### src/rtl/branch_resolver.sv
// branch_resolver
//   Execute-stage end of the branch-prediction loop. Fetch-time predictions are
//   queued in program order. Each resolving branch is compared against the
//   prediction at the head of the queue. On a mispredict the block raises flush
//   and redirect_pc and clears the queue. Taken branches whose predicted target
//   was wrong are written back to the predictor.
//
// Ports
//   clk, rst                  clock; asynchronous active-high reset
//   pred_valid/pc/addr        prediction push from fetch (addr 16'hFFFF = not-taken)
//   q_full                    queue full, fetch must stall pushes
//   ex_valid/pc/taken/target  branch resolution from execute, in program order
//   flush, redirect_pc        squash younger instructions and refetch from redirect_pc
//   upd_valid/pc/addr         predictor write port, one-cycle pulse
//   order_err                 sticky: resolving PC did not match the queue head
//   resolve_cnt, mispred_cnt  saturating event counters
//
// state | meaning
// RUN   | accepting pushes and resolutions
// FLUSH | flush asserted, redirect held, all inputs ignored

module branch_resolver #(
    parameter int DEPTH        = 4,
    parameter int FLUSH_CYCLES = 2
) (
    input  logic        clk,
    input  logic        rst,
    input  logic        pred_valid,
    input  logic [15:0] pred_pc,
    input  logic [15:0] pred_addr,
    output logic        q_full,
    input  logic        ex_valid,
    input  logic [15:0] ex_pc,
    input  logic        ex_taken,
    input  logic [15:0] ex_target,
    output logic        flush,
    output logic [15:0] redirect_pc,
    output logic        upd_valid,
    output logic [15:0] upd_pc,
    output logic [15:0] upd_addr,
    output logic        order_err,
    output logic [15:0] resolve_cnt,
    output logic [15:0] mispred_cnt
);

    localparam int PW = $clog2(DEPTH);
    localparam int CW = PW + 1;
    localparam int FW = (FLUSH_CYCLES > 1) ? $clog2(FLUSH_CYCLES) : 1;
    localparam logic [CW-1:0] FULL_CNT = CW'(DEPTH);
    localparam logic [15:0] NOT_TAKEN = 16'hFFFF;

    typedef enum logic {RUN, FLUSH} state_t;

    state_t state, state_nxt;

    logic [15:0]   q_pc   [DEPTH];
    logic [15:0]   q_addr [DEPTH];
    logic [PW-1:0] rd_ptr, wr_ptr;
    logic [CW-1:0] count;
    logic [FW-1:0] fcnt;

    logic        running, resolve, head_valid, pred_taken;
    logic        do_push, do_pop, mispredict, upd_now;
    logic [15:0] hpc, haddr;

    assign running    = (state == RUN);
    assign resolve    = running && ex_valid;
    assign head_valid = (count != '0);
    assign q_full     = (count == FULL_CNT);
    assign flush      = (state == FLUSH);

    // With an empty queue the branch is treated as predicted not-taken at its own PC.
    assign hpc        = head_valid ? q_pc[rd_ptr]   : ex_pc;
    assign haddr      = head_valid ? q_addr[rd_ptr] : NOT_TAKEN;
    assign pred_taken = (haddr != NOT_TAKEN);

    assign mispredict = resolve && ((pred_taken != ex_taken)
                                    || (ex_taken && (haddr != ex_target))
                                    || (head_valid && (hpc != ex_pc)));
    assign upd_now    = resolve && ex_taken && (haddr != ex_target);

    // A push into a full queue is dropped even if a pop happens in the same cycle.
    assign do_push = running && pred_valid && !q_full;
    assign do_pop  = resolve && head_valid;

    always_ff @(posedge clk or posedge rst) begin
        if (rst) state <= RUN;
        else     state <= state_nxt;
    end

    always_comb begin
        state_nxt = state;
        case (state)
            RUN:     if (mispredict)   state_nxt = FLUSH;
            FLUSH:   if (fcnt == '0)   state_nxt = RUN;
            default:                   state_nxt = RUN;
        endcase
    end

    always_ff @(posedge clk) begin
        if (do_push) begin
            q_pc[wr_ptr]   <= pred_pc;
            q_addr[wr_ptr] <= pred_addr;
        end
    end

    always_ff @(posedge clk or posedge rst) begin
        if (rst) begin
            rd_ptr      <= '0;
            wr_ptr      <= '0;
            count       <= '0;
            fcnt        <= '0;
            redirect_pc <= '0;
            upd_valid   <= 1'b0;
            upd_pc      <= '0;
            upd_addr    <= '0;
            order_err   <= 1'b0;
            resolve_cnt <= '0;
            mispred_cnt <= '0;
        end else begin
            if (mispredict) begin
                rd_ptr      <= '0;
                wr_ptr      <= '0;
                count       <= '0;
                fcnt        <= FW'(FLUSH_CYCLES - 1);
                redirect_pc <= ex_taken ? ex_target : ex_pc + 16'd1;
            end else begin
                if (do_push) wr_ptr <= wr_ptr + PW'(1);
                if (do_pop)  rd_ptr <= rd_ptr + PW'(1);
                case ({do_push, do_pop})
                    2'b10:   count <= count + CW'(1);
                    2'b01:   count <= count - CW'(1);
                    default: count <= count;
                endcase
                if (flush && fcnt != '0) fcnt <= fcnt - FW'(1);
            end

            upd_valid <= upd_now;
            upd_pc    <= upd_now ? ex_pc : 16'd0;
            upd_addr  <= upd_now ? ex_target : 16'd0;

            if (resolve && head_valid && (hpc != ex_pc)) order_err <= 1'b1;
            if (resolve && resolve_cnt != 16'hFFFF)      resolve_cnt <= resolve_cnt + 16'd1;
            if (mispredict && mispred_cnt != 16'hFFFF)   mispred_cnt <= mispred_cnt + 16'd1;
        end
    end

endmodule
### config.mk
export PLATFORM = sky130hd
export DESIGN_NAME = branch_resolver
export DESIGN_NICKNAME = d
export VERILOG_FILES = /design/src/rtl/branch_resolver.sv
export SDC_FILE = /design/constraint.sdc
export NUM_CORES = 1
export LEC_CHECK = 0
export BUFFER_PORTS_ARGS = -buffer_cell sky130_fd_sc_hd__buf_4
export CORE_AREA = 2 2 150 152
export DETAILED_ROUTE_END_ITERATION = 7
export DIE_AREA = 0 0 152 154
export SYNTH_ARGS = -nofsm -noshare
export SYNTH_HDL_FRONTEND = slang
export SYNTH_SLANG_ARGS = --single-unit
### constraint.sdc
create_clock -name clk -period 7.3 [get_ports clk]
set_input_delay 1.095 -clock clk [delete_from_list [all_inputs] [get_ports clk]]
set_output_delay 1.095 -clock clk [all_outputs]
set_load 0.02 [all_outputs]
==> flow_metrics.py, run 1 <==
metrics = {
    "run_status": {
        "outcome": "complete, no violations",
    },
    "power": {
        "leakage_uw": 0.004671,
        "vdd_drop_max_mv": 0.2110,
        "p_per_area_nw_per_um2": 346.3,
    },
    "timing": {
        "relSlewSlack_pct": 17.72,
        "drv_slew": 0,
        "layout_setup_ws_ns": 3.230,
        "skew_ns": 0.008573,
        "fmax_mhz": 245.7,
        "rsz0062_at_grt": "no",
        "min_period_ns": 4.070,
        "finalHoldViolCount": 0,
        "final.setup.tns_ns": 0,
        "worst-slew-pin-transition_ns": 1.227,
        "min_period_over_period_pct": 55.75,
        "setup_viol_count_final": 0,
    },
    "place": {
        "portBuffers": 152,
        "globalplace.congestion": 0.8712,
        "dp.cells": 1066,
        "place_area_sq_um": 10800,
        "dp_slack_ns": 3.165,
        "hpwl_um": 15550,
    },
    "floorplanning": {
        "dieArea_sq_um": 23410,
        "fp.dieW_um": 152,
        "core-area_sq_um": 21690,
        "die_y_um": 154,
        "start_util_pct": 43.35,
        "num_rows": 54,
        "io-pin-count": 153,
    },
    "global_route": {
        "grt_remaining_overflow": 0,
        "track_usage_pct": 18.96,
        "grt_pass1_vias": 6182,
        "antenna_found_initial": 1,
        "grt_start_max_net_pins": 92,
        "grt_first_pass_wirelength_um": 34860,
    },
    "detailed_routing": {
        "num_vias": 5945,
        "viasPerCell": 5.361,
        "drc": 0,
        "wl_per_cell_um": 19.92,
        "finalWirelength_um": 22090,
        "drt-pass1-iter-count": 5,
        "ant_nets": 0,
        "dr.first_iter.drc_count": 402,
    },
    "cts": {
        "cts_resized": 0,
        "cts_setup_buffers": 0,
        "clock_latency_ns": 0.50,
        "cts-root-buf": "clkbuf_16",
        "cts_tree": "built",
        "cts-hold-fix-buffers": 0,
        "cts_made_buffers": 24,
        "cts_sinks": 219,
        "path_clk_slew_ns": 0.06,
        "cts_htree_levels": 1,
        "cts_buffer_depth": 3,
    },
    "critical_path": {
        "critical_path_class": "register to register",
        "crit_arrival_ns": 4.45,
        "start_kind": "register",
        "worstPathRequired_ns": 7.68,
        "critPathMaxFanout": 49,
        "cp-end-kind": "register",
    },
    "yosys": {
        "ys_top_cells_by_area": "edfxtp_1, dfrtp_1, mux4_2, xnor2_1, and2_1",
        "syn-cell-area_sq_um": 9403,
        "ys_types": 50,
        "synth_top_cell_area_share_pct": 40.88,
        "synth_flop_cell": "edfxtp_1",
        "synth_enable_flop_cells": 128,
        "synth-seq-cells": 219,
        "async_reset_ff_share_pct": 41.55,
        "syn_inst": 654,
        "synth_warnings": 0,
        "syn_area_per_cell_sq_um": 14.38,
        "yosys.area.top_type": "edfxtp_1",
        "seq_area_frac_synth_pct": 65.10,
        "synth_nets": 731,
    },
    "finish": {
        "final_util_pct": 53.59,
        "final.fill_count": 1785,
        "syn_to_final_growth_pct": 23.62,
        "nets": 889,
        "final_area_sq_um": 11620,
        "instances_no_fill": 1109,
        "drive_gt1_share_pct": 28.11,
        "num_antenna_cells": 0,
    },
    "hold_path": {
        "hold_class": "register to register",
    },
    "run": {
        "cap_violations": 0,
    },
}
## cell families (layout without fill, tap and decap cells)
group,count (synthesis),after routing,synth area share (%)
buffers and inverters,37,212,2.023
and+or+nand+nor,208,208,12.02
adders and majority gates,8,8,1.144
muxes,45,45,8.729
DFF,219,219,65.10
xor gates and xnor gates,68,68,6.334
AOI/OAI and AO/OA,69,69,4.658
## where the power goes
part	leakage, uW	total (uW)	switching (uW)	internal [uW]
Clock	0.000393	1220	463	759
Sequential	0.00234	1690	149	1540
Combinational	0.00193	1110	629	483
## routing by layer
layer	global-route usage, %	wire length, um
met1	26.15	9725
met2	31.12	10410
met3	3.974	1488
met4	4.495	471
met5	0	0
## path summary, 6_finish.rpt
| path | start | to | slack [ns] | cells after the start |
|---|---|---|---|---|
| max | rd_ptr[0] | mispred_cnt[1] | 3.23 | 10 |
| min | fcnt | flush | 0.49 | 2 |
| max reg2reg | rd_ptr[0] | mispred_cnt[1] | 3.23 | 10 |
| min reg2reg | fcnt | flush | 0.49 | 2 |
| max in group asynchronous | rst | rd_ptr[0] | 5.52 | 3 |
| min in group asynchronous | rst | upd_pc[13] | 0.98 | 3 |
## stage by stage
step / total power [uW] / hold WS [ns]
floorplan: 2435 / 0.4489
global placement: 2806 / 0.4570
detailed placement: 2841 / 0.4677
CTS: 4068 / 0.4850
global route: 4234 / 0.5153
finish: 4025 / 0.4852
## worst max-delay path, stage by stage (launching register included)
cell	delay [ns]
dfrtp_2	0.62
buf_4	0.46
mux4_2	0.62
xor2_1	0.16
or4_1	0.41
a32oi_1	0.21
nand4_1	0.21
o21ai_4	0.28
buf_4	0.45
nor2_1	0.16
mux2_1	0.34
## layout by cell type (no fill, tap or decap), types with 3 or more instances in the layout
| master | count |
|---|---|
| ha_1 | 7 |
| nor2_1 | 24 |
| nand3_1 | 21 |
| o21ai_0 | 5 |
| o21ai_1 | 16 |
| and2_2 | 4 |
| or3_1 | 3 |
| nand4_1 | 14 |
| clkinv_2 | 3 |
| clkbuf_1 | 6 |
| clkbuf_8 | 4 |
| nor2b_1 | 4 |
| nor3_1 | 9 |
| nand2_1 | 47 |
| edfxtp_1 | 128 |
| mux2_1 | 4 |
| or4_1 | 7 |
| a32oi_1 | 7 |
| and4_1 | 4 |
| xnor2_1 | 36 |
| clkinvlp_4 | 3 |
| xor2_1 | 32 |
| a21o_1 | 8 |
| dfrtp_1 | 90 |
| mux4_2 | 29 |
| and3_1 | 11 |
| a21oi_1 | 20 |
| nor4b_1 | 8 |
| nor4_1 | 5 |
| inv_1 | 12 |
| and2_1 | 41 |
| buf_4 | 156 |
| clkbuf_16 | 26 |
| mux2i_1 | 10 |
## final cells by class
class	instances	area (sq um)	share of cell area [%]
Timing Repair Buffer	156	1171	10.08
Inverter	13	50.05	0.4306
Clock inverter	7	92.59	0.7966
Clock buffer	36	728.2	6.265
Sequential cell	219	6122	52.67
Multi-Input combinational cell	398	3109	26.75
Tap cell	280	350.3	3.014
## synthesized netlist by cell type, types with 8 or more instances
| library cell | count |
|---|---|
| xnor2_1 | 36 |
| mux2i_1 | 10 |
| a21oi_1 | 20 |
| o21ai_1 | 16 |
| nand3_1 | 21 |
| clkbuf_1 | 10 |
| xor2_1 | 32 |
| nand4_1 | 14 |
| and3_1 | 11 |
| nor2_1 | 24 |
| mux4_2 | 29 |
| dfrtp_1 | 91 |
| edfxtp_1 | 128 |
| inv_1 | 13 |
| a21o_1 | 8 |
| nor4b_1 | 8 |
| and2_1 | 45 |
| nand2_1 | 47 |
| nor3_1 | 10 |
## state kept, by name, indices dropped and copies added (netlist names)
name and cells:
fcnt 1, order_err 1, mispred_cnt 16, q_addr 64
flush 1, rd_ptr 2, upd_pc 16, redirect_pc 16
resolve_cnt 16, upd_valid 1, wr_ptr 2, upd_addr 16
q_pc 64, count 3
(Power assumes the default switching activity.)
==> inputs of run 2 (changes only) <==
--- a/config.mk
+++ b/config.mk
@@ -9,6 +9,7 @@
 export CORE_AREA = 2 2 150 152
 export DETAILED_ROUTE_END_ITERATION = 7
 export DIE_AREA = 0 0 152 154
+export PLACE_DENSITY = 0.66
 export SYNTH_ARGS = -nofsm -noshare
 export SYNTH_HDL_FRONTEND = slang
 export SYNTH_SLANG_ARGS = --single-unit
==> constraint.sdc (replaced) <==
create_clock -name clk -period 3.7 [get_ports clk]
set_input_delay 0.555 -clock clk [delete_from_list [all_inputs] [get_ports clk]]
set_output_delay 0.555 -clock clk [all_outputs]
set_load 0.02 [all_outputs]
==> run 2 against run 1 <==
Compared with the run above:
- non-clock buffer count rose by 10
- first-iteration DRC count rose by 1.2%
- wire length fell by 0.45%
- via count fell by 0.56%
- highest routed layer unchanged
==> flow_metrics.py, run 2 (same netlist as run 1, synthesis figures left out) <==
metrics = {
    "cts": {
        "cts_sinks": 219,
        "cts_htree_levels": 1,
        "clock_latency_ns": 0.51,
        "cts_buffer_depth": 3,
        "cts-root-buf": "clkbuf_16",
        "cts-hold-fix-buffers": 0,
        "cts_resized": 0,
        "path_clk_slew_ns": 0.06,
        "cts_made_buffers": 24,
        "cts_setup_buffers": 0,
        "cts_tree": "built",
    },
    "detailed_routing": {
        "ant_nets": 0,
        "num_vias": 5912,
        "finalWirelength_um": 21990,
        "drc": 0,
        "drt-pass1-iter-count": 4,
        "dr.first_iter.drc_count": 407,
        "wl_per_cell_um": 19.67,
        "viasPerCell": 5.288,
    },
    "place": {
        "portBuffers": 152,
        "dp_slack_ns": 0.1920,
        "hpwl_um": 15660,
        "dp.cells": 1076,
        "globalplace.congestion": 0.8486,
    },
    "global_route": {
        "track_usage_pct": 18.58,
        "antenna_found_initial": 0,
        "grt_first_pass_wirelength_um": 34010,
        "grt_start_max_net_pins": 60,
        "grt_pass1_vias": 5899,
        "grt_remaining_overflow": 0,
    },
    "critical_path": {
        "crit_chain": "buf_12 -> mux4_2 -> xor2_1 -> or4_1 -> a32oi_1 -> nand4_1 -> o21ai_4 -> buf_4 -> nor4b_1 -> xor2_1",
        "r2r_end": "mispred_cnt[3]",
        "crit_end": "mispred_cnt[3]",
        "r2r_start": "rd_ptr[0]",
        "critical_path_class": "register to register",
        "r2r_slack_ns": 0.17,
        "start_kind": "register",
        "worstPathRequired_ns": 4.07,
        "crit_start": "rd_ptr[0]",
        "cp-end-kind": "register",
        "crit_slowest_cell": "mux4_2",
        "reg2reg_depth": 10,
        "worst_path_largest_cell_delay_ns": 0.56,
        "critPathMaxFanout": 19,
        "crit_arrival_ns": 3.90,
        "critPathMostFrequentCell": "xor2_1",
    },
    "finish": {
        "final_util_pct": 53.92,
        "drive_gt1_share_pct": 28.04,
        "reg.largest.list": "q_addr x64, q_pc x64",
        "final_common_cell": "buf_4",
        "nets": 899,
        "mostFrequentLayoutCells": "buf_4, edfxtp_1, dfrtp_1",
        "syn_to_final_growth_pct": 24.36,
        "num_antenna_cells": 0,
        "instances_no_fill": 1118,
        "final.fill_count": 1822,
    },
    "timing": {
        "worst-slew-pin-transition_ns": 1.035,
        "min_period_ns": 3.528,
        "min_period_over_period_pct": 95.36,
        "setup_viol_count_final": 0,
        "fmax_mhz": 283.4,
        "drv_slew": 0,
        "relSlewSlack_pct": 31.03,
        "finalHoldViolCount": 0,
        "final.setup.tns_ns": 0,
        "rsz0062_at_grt": "no",
        "layout_setup_ws_ns": 0.1717,
        "skew_ns": 0.007470,
    },
    "floorplanning": {
        "die_y_um": 154,
        "core-area_sq_um": 21690,
        "io-pin-count": 153,
        "fp.dieW_um": 152,
        "dieArea_sq_um": 23410,
        "num_rows": 54,
        "start_util_pct": 43.35,
    },
    "power": {
        "vdd_drop_max_mv": 0.4979,
        "p_per_area_nw_per_um2": 679.8,
        "leakage_uw": 0.004722,
        "power_uw": 7950,
    },
    "hold_path": {
        "hold_class": "input pin to register",
        "hold-path-cell-count": 1,
    },
    "run": {
        "cap_violations": 0,
    },
    "run_status": {
        "outcome": "complete, no violations",
    },
}
## run 2: cell types whose count changed in the layout (fill, tap and decap cells not counted), sizes merged
cell,delta
clkbuf,-4
clkinvlp,-3
clkinv,+5
buf,+10
inv,+1
## run 2: layer usage
layer	GRT usage [%]	wire (um)
met5	0	0
met2	30.22	10380
met4	4.717	475
met1	25.75	9729
met3	3.861	1406
## run 2: how the worst min path moves through the flow
stage	start	to	slack (ns)
floorplan	fcnt	flush	0.45
global placement	order_err	order_err	0.46
detailed placement	fcnt	flush	0.47
CTS	pred_pc[2]	q_pc[3][2]	0.23
global route	pred_pc[10]	q_pc[1][10]	0.23
finish	pred_pc[10]	q_pc[1][10]	0.25
## run 2: metrics by stage
step | hold WS (ns) | cell area [sq um]
3_3_place_gp | 0.4587 | 10910
4_1_cts | 0.2292 | 11690
5_1_grt | 0.2293 | 11690
6_report | 0.2458 | 11690
2_1_floorplan | 0.4489 | 9403
3_5_place_dp | 0.4659 | 10910
## run 2: cell type report
type / instances / area, sq um / share of cell area (%)
clock buffer: 32 / 683.2 / 5.842
clock inverter: 10 / 100.1 / 0.8560
inverter: 13 / 50.05 / 0.4280
multi-input combinational: 398 / 3104 / 26.55
sequential: 219 / 6122 / 52.35
tap: 280 / 350.3 / 2.996
timing repair buffer: 166 / 1284 / 10.98
## run 2: power by group
group | leakage [uW] | switching, uW | total (uW) | internal, uW
sequential | 0.00234 | 279 | 3320 | 3040
combinational | 0.00199 | 1270 | 2280 | 1010
clock | 0.000384 | 921 | 2350 | 1430
total | 0.00472 | 2470 | 7950 | 5480
## run 2: worst max-delay path: cells and delay by family, from the launching register on
family / cells / cell delay (ns)
muxes: 1 / 0.56
xor gates and xnor gates: 2 / 0.32
DFF: 1 / 0.53
and+or+nand+nor: 3 / 0.71
buffers and inverters: 2 / 0.51
AOI/OAI and AO/OA: 2 / 0.76
